===== config.mk =====
export PLATFORM = sky130hd
export DESIGN_NAME = ps2_rx_fifo
export DESIGN_NICKNAME = d
export VERILOG_FILES = /design/src/rtl/ps2_pkg.sv /design/src/rtl/sync_fifo.sv /design/src/rtl/ps2_rx_fifo.sv
export SDC_FILE = /design/constraint.sdc
export NUM_CORES = 1
export LEC_CHECK = 0
export ABC_AREA = 1
export CAP_MARGIN = 20
export CORE_MARGIN = 5
export CORE_UTILIZATION = 40
export CTS_CLUSTER_SIZE = 14
export DETAILED_ROUTE_END_ITERATION = 16
export SYNTH_ARGS = -nofsm -noshare
export SYNTH_HDL_FRONTEND = slang
export SYNTH_HIERARCHICAL = 1
export SYNTH_SLANG_ARGS = --single-unit

===== constraint.sdc =====
create_clock -name CLK -period 5.43 [get_ports CLK]
set_input_delay 1.086 -clock CLK [delete_from_list [all_inputs] [get_ports CLK]]
set_output_delay 1.086 -clock CLK [all_outputs]
set_load 0.01 [all_outputs]

===== src/rtl/ps2_pkg.sv =====
// Shared types and constants for the PS/2 device-to-host receive path.
package ps2_pkg;

  typedef enum logic [2:0] {
    IDLE   = 3'd0,
    DATA   = 3'd1,
    PARITY = 3'd2,
    STOP   = 3'd3,
    PUSH   = 3'd4
  } ps2_state_e;

  localparam int ERR_PARITY = 0;
  localparam int ERR_STOP   = 1;
  localparam int FRAME_BITS = 11;
  // start, parity and stop surround the data bits
  localparam int DATA_BITS  = FRAME_BITS - 3;

endpackage


===== src/rtl/sync_fifo.sv =====
// First-word-fall-through FIFO with a registered head entry. A push and a pop
// in the same cycle both take effect, even when the FIFO is full.
module sync_fifo #(
  parameter int WIDTH = 10,
  parameter int DEPTH = 4
) (
  input  logic                   clk_i,
  input  logic                   rst_ni,
  input  logic                   push_i,
  input  logic [WIDTH-1:0]       wdata_i,
  input  logic                   pop_i,
  output logic [WIDTH-1:0]       rdata_o,
  output logic                   empty_o,
  output logic                   full_o,
  output logic [$clog2(DEPTH):0] level_o,
  output logic                   overflow_o
);

  localparam int AW = $clog2(DEPTH);
  localparam int LW = AW + 1;
  localparam logic [LW-1:0] FULL_LVL = LW'(DEPTH);

  logic [WIDTH-1:0] mem_q [DEPTH];
  logic [AW-1:0]    rd_ptr_q, rd_ptr_d, wr_ptr_q, wr_ptr_d;
  logic [LW-1:0]    level_q, level_d;
  logic [WIDTH-1:0] head_q, head_d;
  logic             empty_q, full_q, overflow_q, overflow_d;
  logic             do_push_s, do_pop_s;

  // Next pointers/level; the head is reloaded from the entry that will sit at
  // the read pointer, bypassing the write when that slot is being filled now.
  always_comb begin
    do_pop_s   = pop_i && (level_q != '0);
    do_push_s  = push_i && ((level_q != FULL_LVL) || do_pop_s);
    rd_ptr_d   = do_pop_s  ? rd_ptr_q + 1'b1 : rd_ptr_q;
    wr_ptr_d   = do_push_s ? wr_ptr_q + 1'b1 : wr_ptr_q;
    overflow_d = overflow_q | (push_i & ~do_push_s);
    if (do_push_s && !do_pop_s) begin
      level_d = level_q + 1'b1;
    end else if (do_pop_s && !do_push_s) begin
      level_d = level_q - 1'b1;
    end else begin
      level_d = level_q;
    end
    if (level_d == '0) begin
      head_d = head_q;
    end else if (do_push_s && (rd_ptr_d == wr_ptr_q)) begin
      head_d = wdata_i;
    end else begin
      head_d = mem_q[rd_ptr_d];
    end
  end

  always_ff @(posedge clk_i) begin
    if (!rst_ni) begin
      for (int i = 0; i < DEPTH; i++) mem_q[i] <= '0;
      rd_ptr_q   <= '0;
      wr_ptr_q   <= '0;
      level_q    <= '0;
      head_q     <= '0;
      empty_q    <= 1'b1;
      full_q     <= 1'b0;
      overflow_q <= 1'b0;
    end else begin
      if (do_push_s) mem_q[wr_ptr_q] <= wdata_i;
      rd_ptr_q   <= rd_ptr_d;
      wr_ptr_q   <= wr_ptr_d;
      level_q    <= level_d;
      head_q     <= head_d;
      empty_q    <= (level_d == '0);
      full_q     <= (level_d == FULL_LVL);
      overflow_q <= overflow_d;
    end
  end

  assign rdata_o    = head_q;
  assign empty_o    = empty_q;
  assign full_o     = full_q;
  assign level_o    = level_q;
  assign overflow_o = overflow_q;

endmodule


===== src/rtl/ps2_rx_fifo.sv =====
// PS/2 device-to-host receiver: line synchronisers, clock glitch filter, frame
// FSM with inactivity timeout, and a FIFO of received bytes with error status.
module ps2_rx_fifo
  import ps2_pkg::*;
#(
  parameter int CLK_FREQ_HZ = 50000000,
  parameter int TIMEOUT_US  = 2000,
  parameter int FILTER_LEN  = 8,
  parameter int FIFO_DEPTH  = 4,
  parameter int PARITY_EN   = 1
) (
  input  logic                        CLK,
  input  logic                        RESET,
  input  logic                        CLK_MOUSE_IN,
  input  logic                        DATA_MOUSE_IN,
  input  logic                        READ_ENABLE,
  input  logic                        POP,
  output logic [7:0]                  BYTE_READ,
  output logic [1:0]                  BYTE_ERROR_CODE,
  output logic                        EMPTY,
  output logic                        FULL,
  output logic [$clog2(FIFO_DEPTH):0] LEVEL,
  output logic                        OVERFLOW,
  output logic                        TIMEOUT
);

  localparam int TIMEOUT_CYCLES = CLK_FREQ_HZ / 1000000 * TIMEOUT_US;
  localparam int TW = $clog2(TIMEOUT_CYCLES + 1);
  localparam int FW = $clog2(FILTER_LEN);
  localparam logic [TW-1:0] TO_LAST  = TW'(TIMEOUT_CYCLES - 1);
  localparam logic [FW-1:0] FL_LAST  = FW'(FILTER_LEN - 1);
  localparam logic [2:0]    CNT_LAST = 3'(DATA_BITS - 1);

  logic [1:0]    clk_sync_q, data_sync_q;
  logic [FW-1:0] filt_cnt_q, filt_cnt_d;
  logic          filt_clk_q, filt_clk_d, filt_prev_q;
  logic          edge_s, bit_s, push_s;
  ps2_state_e    state_q, state_d;
  logic [2:0]    bit_cnt_q, bit_cnt_d;
  logic [7:0]    shift_q, shift_d;
  logic [1:0]    status_q, status_d;
  logic [TW-1:0] to_cnt_q, to_cnt_d;
  logic          timeout_q, timeout_d;
  logic [9:0]    head_s;

  assign edge_s = filt_prev_q & ~filt_clk_q;
  assign bit_s  = data_sync_q[1];

  // The filtered clock flips only after FILTER_LEN consecutive differing samples.
  always_comb begin
    filt_clk_d = filt_clk_q;
    if (clk_sync_q[1] == filt_clk_q) begin
      filt_cnt_d = '0;
    end else if (filt_cnt_q == FL_LAST) begin
      filt_clk_d = clk_sync_q[1];
      filt_cnt_d = '0;
    end else begin
      filt_cnt_d = filt_cnt_q + 1'b1;
    end
  end

  // Frame FSM; the inactivity timeout overrides whatever the state decided.
  always_comb begin
    state_d   = state_q;
    bit_cnt_d = bit_cnt_q;
    shift_d   = shift_q;
    status_d  = status_q;
    timeout_d = 1'b0;
    push_s    = 1'b0;
    case (state_q)
      IDLE: begin
        if (edge_s && !bit_s && READ_ENABLE) begin
          state_d   = DATA;
          bit_cnt_d = 3'd0;
          status_d  = 2'b00;
        end else begin
          state_d = IDLE;
        end
      end
      DATA: begin
        if (edge_s) begin
          shift_d   = {bit_s, shift_q[7:1]};
          bit_cnt_d = bit_cnt_q + 3'd1;
          state_d   = (bit_cnt_q == CNT_LAST) ? PARITY : DATA;
        end else begin
          state_d = DATA;
        end
      end
      PARITY: begin
        if (edge_s) begin
          status_d[ERR_PARITY] = (PARITY_EN != 0) && (bit_s != ~^shift_q);
          state_d = STOP;
        end else begin
          state_d = PARITY;
        end
      end
      STOP: begin
        if (edge_s) begin
          status_d[ERR_STOP] = ~bit_s;
          state_d = PUSH;
        end else begin
          state_d = STOP;
        end
      end
      PUSH: begin
        push_s  = 1'b1;
        state_d = IDLE;
      end
      default: state_d = IDLE;
    endcase
    if ((state_q == IDLE) || edge_s) begin
      to_cnt_d = '0;
    end else if (to_cnt_q == TO_LAST) begin
      to_cnt_d  = '0;
      state_d   = IDLE;
      timeout_d = 1'b1;
      push_s    = 1'b0;
    end else begin
      to_cnt_d = to_cnt_q + 1'b1;
    end
  end

  always_ff @(posedge CLK) begin
    if (!RESET) begin
      clk_sync_q  <= 2'b11;
      data_sync_q <= 2'b11;
      filt_cnt_q  <= '0;
      filt_clk_q  <= 1'b1;
      filt_prev_q <= 1'b1;
      state_q     <= IDLE;
      bit_cnt_q   <= 3'd0;
      shift_q     <= 8'h00;
      status_q    <= 2'b00;
      to_cnt_q    <= '0;
      timeout_q   <= 1'b0;
    end else begin
      clk_sync_q  <= {clk_sync_q[0], CLK_MOUSE_IN};
      data_sync_q <= {data_sync_q[0], DATA_MOUSE_IN};
      filt_cnt_q  <= filt_cnt_d;
      filt_clk_q  <= filt_clk_d;
      filt_prev_q <= filt_clk_q;
      state_q     <= state_d;
      bit_cnt_q   <= bit_cnt_d;
      shift_q     <= shift_d;
      status_q    <= status_d;
      to_cnt_q    <= to_cnt_d;
      timeout_q   <= timeout_d;
    end
  end

  sync_fifo #(
    .WIDTH (10),
    .DEPTH (FIFO_DEPTH)
  ) u_fifo (
    .clk_i      (CLK),
    .rst_ni     (RESET),
    .push_i     (push_s),
    .wdata_i    ({status_q, shift_q}),
    .pop_i      (POP),
    .rdata_o    (head_s),
    .empty_o    (EMPTY),
    .full_o     (FULL),
    .level_o    (LEVEL),
    .overflow_o (OVERFLOW)
  );

  assign BYTE_READ       = head_s[7:0];
  assign BYTE_ERROR_CODE = head_s[9:8];
  assign TIMEOUT         = timeout_q;

endmodule


==> flow_results.org <==
** Outcome
- The run finished with clean final reports.

** Detailed routing
- Met3 WL post-DR :: 390 um
- Before antenna repair, the detailed router went through 4 iterations.
- Met2 wirelength from detailed routing :: roughly 4700 um
- In this run, the number of DRC markers left after iteration 0 of detailed routing was between 150 and 200.
- Highest routing layer actually used :: met4
- ANT nets after route :: 0
- In the routed layout, each cell is associated on average with a via count of around 4.7.
- In the final routed layout, each cell accounts on average for roughly 12 um.
- After detailed routing, the number of remaining DRC violations is 0.
- Via count :: between 3000 and 4000
- Routed WL :: just under 10000 um
- Routed length on met1 :: between 4000 and 5000 um

** Logic synthesis
- The synthesized netlist devotes under 10% of its cell area to compound gates.
- After synthesis, flip-flops and latches occupy between 40 and 50% of the total area.
- The synthesized netlist devotes 33.5% of its cell area to simple gates.
- Mux contribution to synthesized area :: 0%
- Dominant combinational cell family by area after synthesis :: simple AND/OR/NAND/NOR gates
- During synthesis, Yosys emitted a total of 6 warnings.
- Of the total synthesized cell area, the portion taken by full adders, half adders and majority gates is a little under 2%.
- Number of flops mapped to enable cells by yosys :: 40
- The top cell type by area accounts for between 20% and 30% of the synthesized area.
- nand2_1 is the most common cell in the netlist.
- Post-Synth XOR/XNOR Area :: ~1.2%
- In the synthesized netlist the dominant register cell turns out to be dfxtp_1.
- The largest total area in the synthesized netlist belongs to dfxtp_1.
- Ranked by instance count, the synthesized netlist is headed by 145 x nand2_1, 84 x inv_1, 74 x nor2_1.
- After synthesis the cells add up to 5070 um2.
- The average instance in the mapped netlist occupies about 8 um2.
- After synthesis, the share of flip-flops with an asynchronous set or reset is 0%.
- Synth Net Count :: approximately 650
- Biggest area contributors in the synthesized netlist :: dfxtp_1 25%, edfxtp_1 24%, nand2_1 11%, inv_1 6.2%, nor2_1 5.5%
- Count of distinct cell types in the synthesized netlist :: 42
- Number of synthesized register bits :: roughly 100
- Number of instances in the synthesized netlist :: ~630

** Power
- For this design the total switching power over the nets is 0.712 mW.
- Proportion of total power due to net switching :: 32.5%
- Portion of total power attributed to the clock network :: 30.1%
- In this run, flip-flops and latches consume approximately two fifths of the power.
- IR analysis of the VDD net gives a maximum drop of approximately 170 uV.
- Share of total power in combinational logic :: between 20% and 30%
- Summed over all cells, the static leakage comes to roughly 2.3 nW.
- Power spread over the standard cell area amounts to ~380 nW/um2.
- Internal power of the cells :: between 1 and 1.5 mW

** Floorplanning
- For this configuration, the core starts out at a cell density of between 40% and 50%.
- The floorplan step defined a die boundary enclosing around 15000 um2.
- The die is ~120 um tall.
- Row count :: around 40
- Count of pins on the block boundary :: 23
- Die W :: 123 um
- Core region area :: around 13000 um2

** Placement
- Cell total after placement :: 811
- The HPWL after detailed placement is 7310 um.
- Routability-driven placement finished with a final weighted congestion of about 0.84.
- In this run the tool buffered the top-level ports with 22 buffer cells.
- Placed cell area :: 5420 um2

** Clock network
- CTS-repair resized insts :: 0
- Number of buffers created by CTS :: 9
- Clock tree from TritonCTS :: done
- The clock passes through at most 2 buffers.
- After clock tree synthesis, the flow added hold-fix buffers numbering 0.
- The H-tree was split into 3 levels.
- # clock sinks :: 103
- Worst-path clk slew :: roughly 0.070 ns
- Post-CTS setup buffer count :: 0
- The cell sitting at the root of the clock tree is a clkbuf_16.
- Skew-Pair Late Insertion Delay :: 0.34 ns

** Setup path
- The worst setup path is launched from a primary input.
- In this run the worst path has a maximum fanout of 23.
- In this design, the stage delay of the slowest critical-path cell is 0.63 ns.
- The largest individual stage delay along the critical path comes from the cell nand3_1.
- Category of cells accounting for the largest share of critical-path delay :: simple AND/OR/NAND/NOR gates
- Critical path depth in cells :: 10
- Buffer and inverter count on the worst path :: 1
- Required time reported for the critical path endpoint :: roughly 5.7 ns
- At the worst endpoint, the arrival time is ~3.8 ns.
- The critical path in this run is classified as in2reg.
- STA classifies the critical path endpoint as a flop.
- Cell-by-cell listing of the critical path :: clkdlybuf4s50_1 -> nand3_1 -> nand2_2 -> nor2_1 -> nor2_2 -> nand2_2 -> nand2_1 -> nand2_1 -> nand2_1 -> nand2_1
- The most numerous cell type found on the critical path is nand2_1.
- The worst register-to-register path has a depth of 12.

** Timing
- Sum of negative setup slack :: 0 ns
- Setup violations, final :: 0
- Transition time of the tightest slew-check pin :: about 0.98 ns
- Derived from the worst setup path, the maximum achievable clock frequency is approximately 280 MHz.
- Share of the clock period used by the worst path :: approximately 66%
- Min Clock Period, post-route :: 3.59 ns
- Max-Slew Margin vs Limit :: ~35%
- Setup repair after global routing missed its margin :: no
- Final number of max-transition violations :: 0
- Largest clock skew in the final design :: 0.00991 ns
- The final number of hold-violating endpoints was 0.

** Hold path
- Cell depth of the worst min-delay path :: 1
- Worst hold path class :: reg2reg

** Cells and area
- Leaving out filler cells and counting taps, the final layout contains 827.
- Fin util :: a little under half
- Total Nets Final :: between 600 and 700
- Cells with a size suffix above 1 make up a little over a tenth of the layout.
- Area used by multi-input combinational logic :: between 2000 and 2500 um2
- Final instance area :: around 5700 um2
- In the final layout, flip-flops and latches occupy between 2000 and 2500 um2.
- The layout has between 1000 and 1500 filler cells.
- The repair_antennas step left the layout with diodes totalling 0.
- Relative to the synthesized area, the layout overhead comes to 13.0%.

** Global routing
- Aggregate global routing overflow :: 0
- Vias in the first global route :: 3736
- Entering global routing, the biggest net connects 24 pins.
- In the global route stage, overall resource usage came out at between 10% and 20%.
- Antenna violations before repair :: 0
- The first global-routing pass estimated 16900 um of wire.

** Run
- Across the run, the number of max-cap violations was 0.
power by group through the flow:
| stage | sequential [mW] | clock [mW] | combinational, mW |
|---|---|---|---|
| 4_1_cts | 0.885 | 0.684 | 0.654 |
| 3_3_place_gp | 0.901 | 0 | 0.635 |
| 6_report | 0.885 | 0.660 | 0.648 |
| 2_1_floorplan | 0.915 | 0 | 0.494 |
| 3_5_place_dp | 0.903 | 0 | 0.650 |
| 5_1_grt | 0.893 | 0.720 | 0.741 |
final cells by class:
cell class              instances  area share (%)
repair buffers                 25            4.24
inverters                      90            5.90
clock buffers                  11            4.46
multi-input cells             421            37.7
flip-flops and latches        103            43.0
well taps                     172            3.76
clock inverters                 5           0.939
worst paths after layout:
path,startpoint,to,slack (ns)
max,POP,u_fifo/rdata_o[3],1.84
min reg2reg,clk_sync_q[0],clk_sync_q[1],0.42
max reg2reg,u_fifo/level_o[0],u_fifo/rdata_o[3],2.30
min,clk_sync_q[0],clk_sync_q[1],0.42
logic make-up (layout without fill, tap and decap cells):
kind of cell	Yosys count	count (layout)
xor+xnor	7	7
fa+ha+maj	8	8
compound gates	52	52
simple gates	354	354
flops	103	103
buf+inv	110	131
per-stage QoR:
stage | hold WS [ns] | setup WS, ns | power [mW]
2_1_floorplan | 0.393 | 2.91 | 1.41
3_3_place_gp | 0.396 | 1.66 | 1.54
3_5_place_dp | 0.407 | 1.49 | 1.55
4_1_cts | 0.424 | 1.88 | 2.22
5_1_grt | 0.443 | 1.57 | 2.35
6_report | 0.418 | 1.84 | 2.19
registers in the layout, indices dropped and copies added, names as in the netlist:
name / flops
u_fifo/mem_q: 40
to_cnt_q: 17
u_fifo/rdata_o: 10
shift_q: 8
bit_cnt_q: 3
filt_cnt_q: 3
state_q: 3
u_fifo/level_o: 3
clk_sync_q: 2
data_sync_q: 2
status_q: 2
u_fifo/rd_ptr_q: 2
u_fifo/wr_ptr_q: 2
TIMEOUT: 1
filt_clk_q: 1
filt_prev_q: 1
u_fifo/empty_o: 1
u_fifo/full_o: 1
u_fifo/overflow_o: 1
per-layer routing:
metal  GRT usage, %  vias to the layer above
met5              0                        -
met4           5.53                        0
met3           3.00                       11
met2           23.8                       66
met1           17.8                     1787
li1               -                     2056
cell usage in the layout (no fill, tap or decap), types with 2 or more instances in the layout:
| cell | instances |
|---|---|
| dfxtp_1 | 63 |
| inv_2 | 5 |
| nor3_1 | 7 |
| nand2_1 | 145 |
| or2_2 | 5 |
| nor3b_1 | 2 |
| clkinv_2 | 3 |
| a21oi_2 | 7 |
| ha_1 | 8 |
| nor2_1 | 74 |
| clkdlybuf4s50_1 | 22 |
| or2_0 | 2 |
| xnor2_1 | 2 |
| nor3_4 | 2 |
| nand4_1 | 6 |
| or2_1 | 3 |
| o21ai_0 | 18 |
| o21ai_1 | 2 |
| inv_1 | 84 |
| nand3b_1 | 21 |
| nor4_1 | 2 |
| nor2_4 | 5 |
| nand3_1 | 52 |
| edfxtp_1 | 40 |
| xor2_1 | 5 |
| buf_4 | 3 |
| a21oi_1 | 20 |
| nand2_2 | 12 |
| nor2_2 | 9 |
| clkbuf_16 | 10 |
| nor3_2 | 2 |
Note: power is estimated with default switching activity, not from simulation.
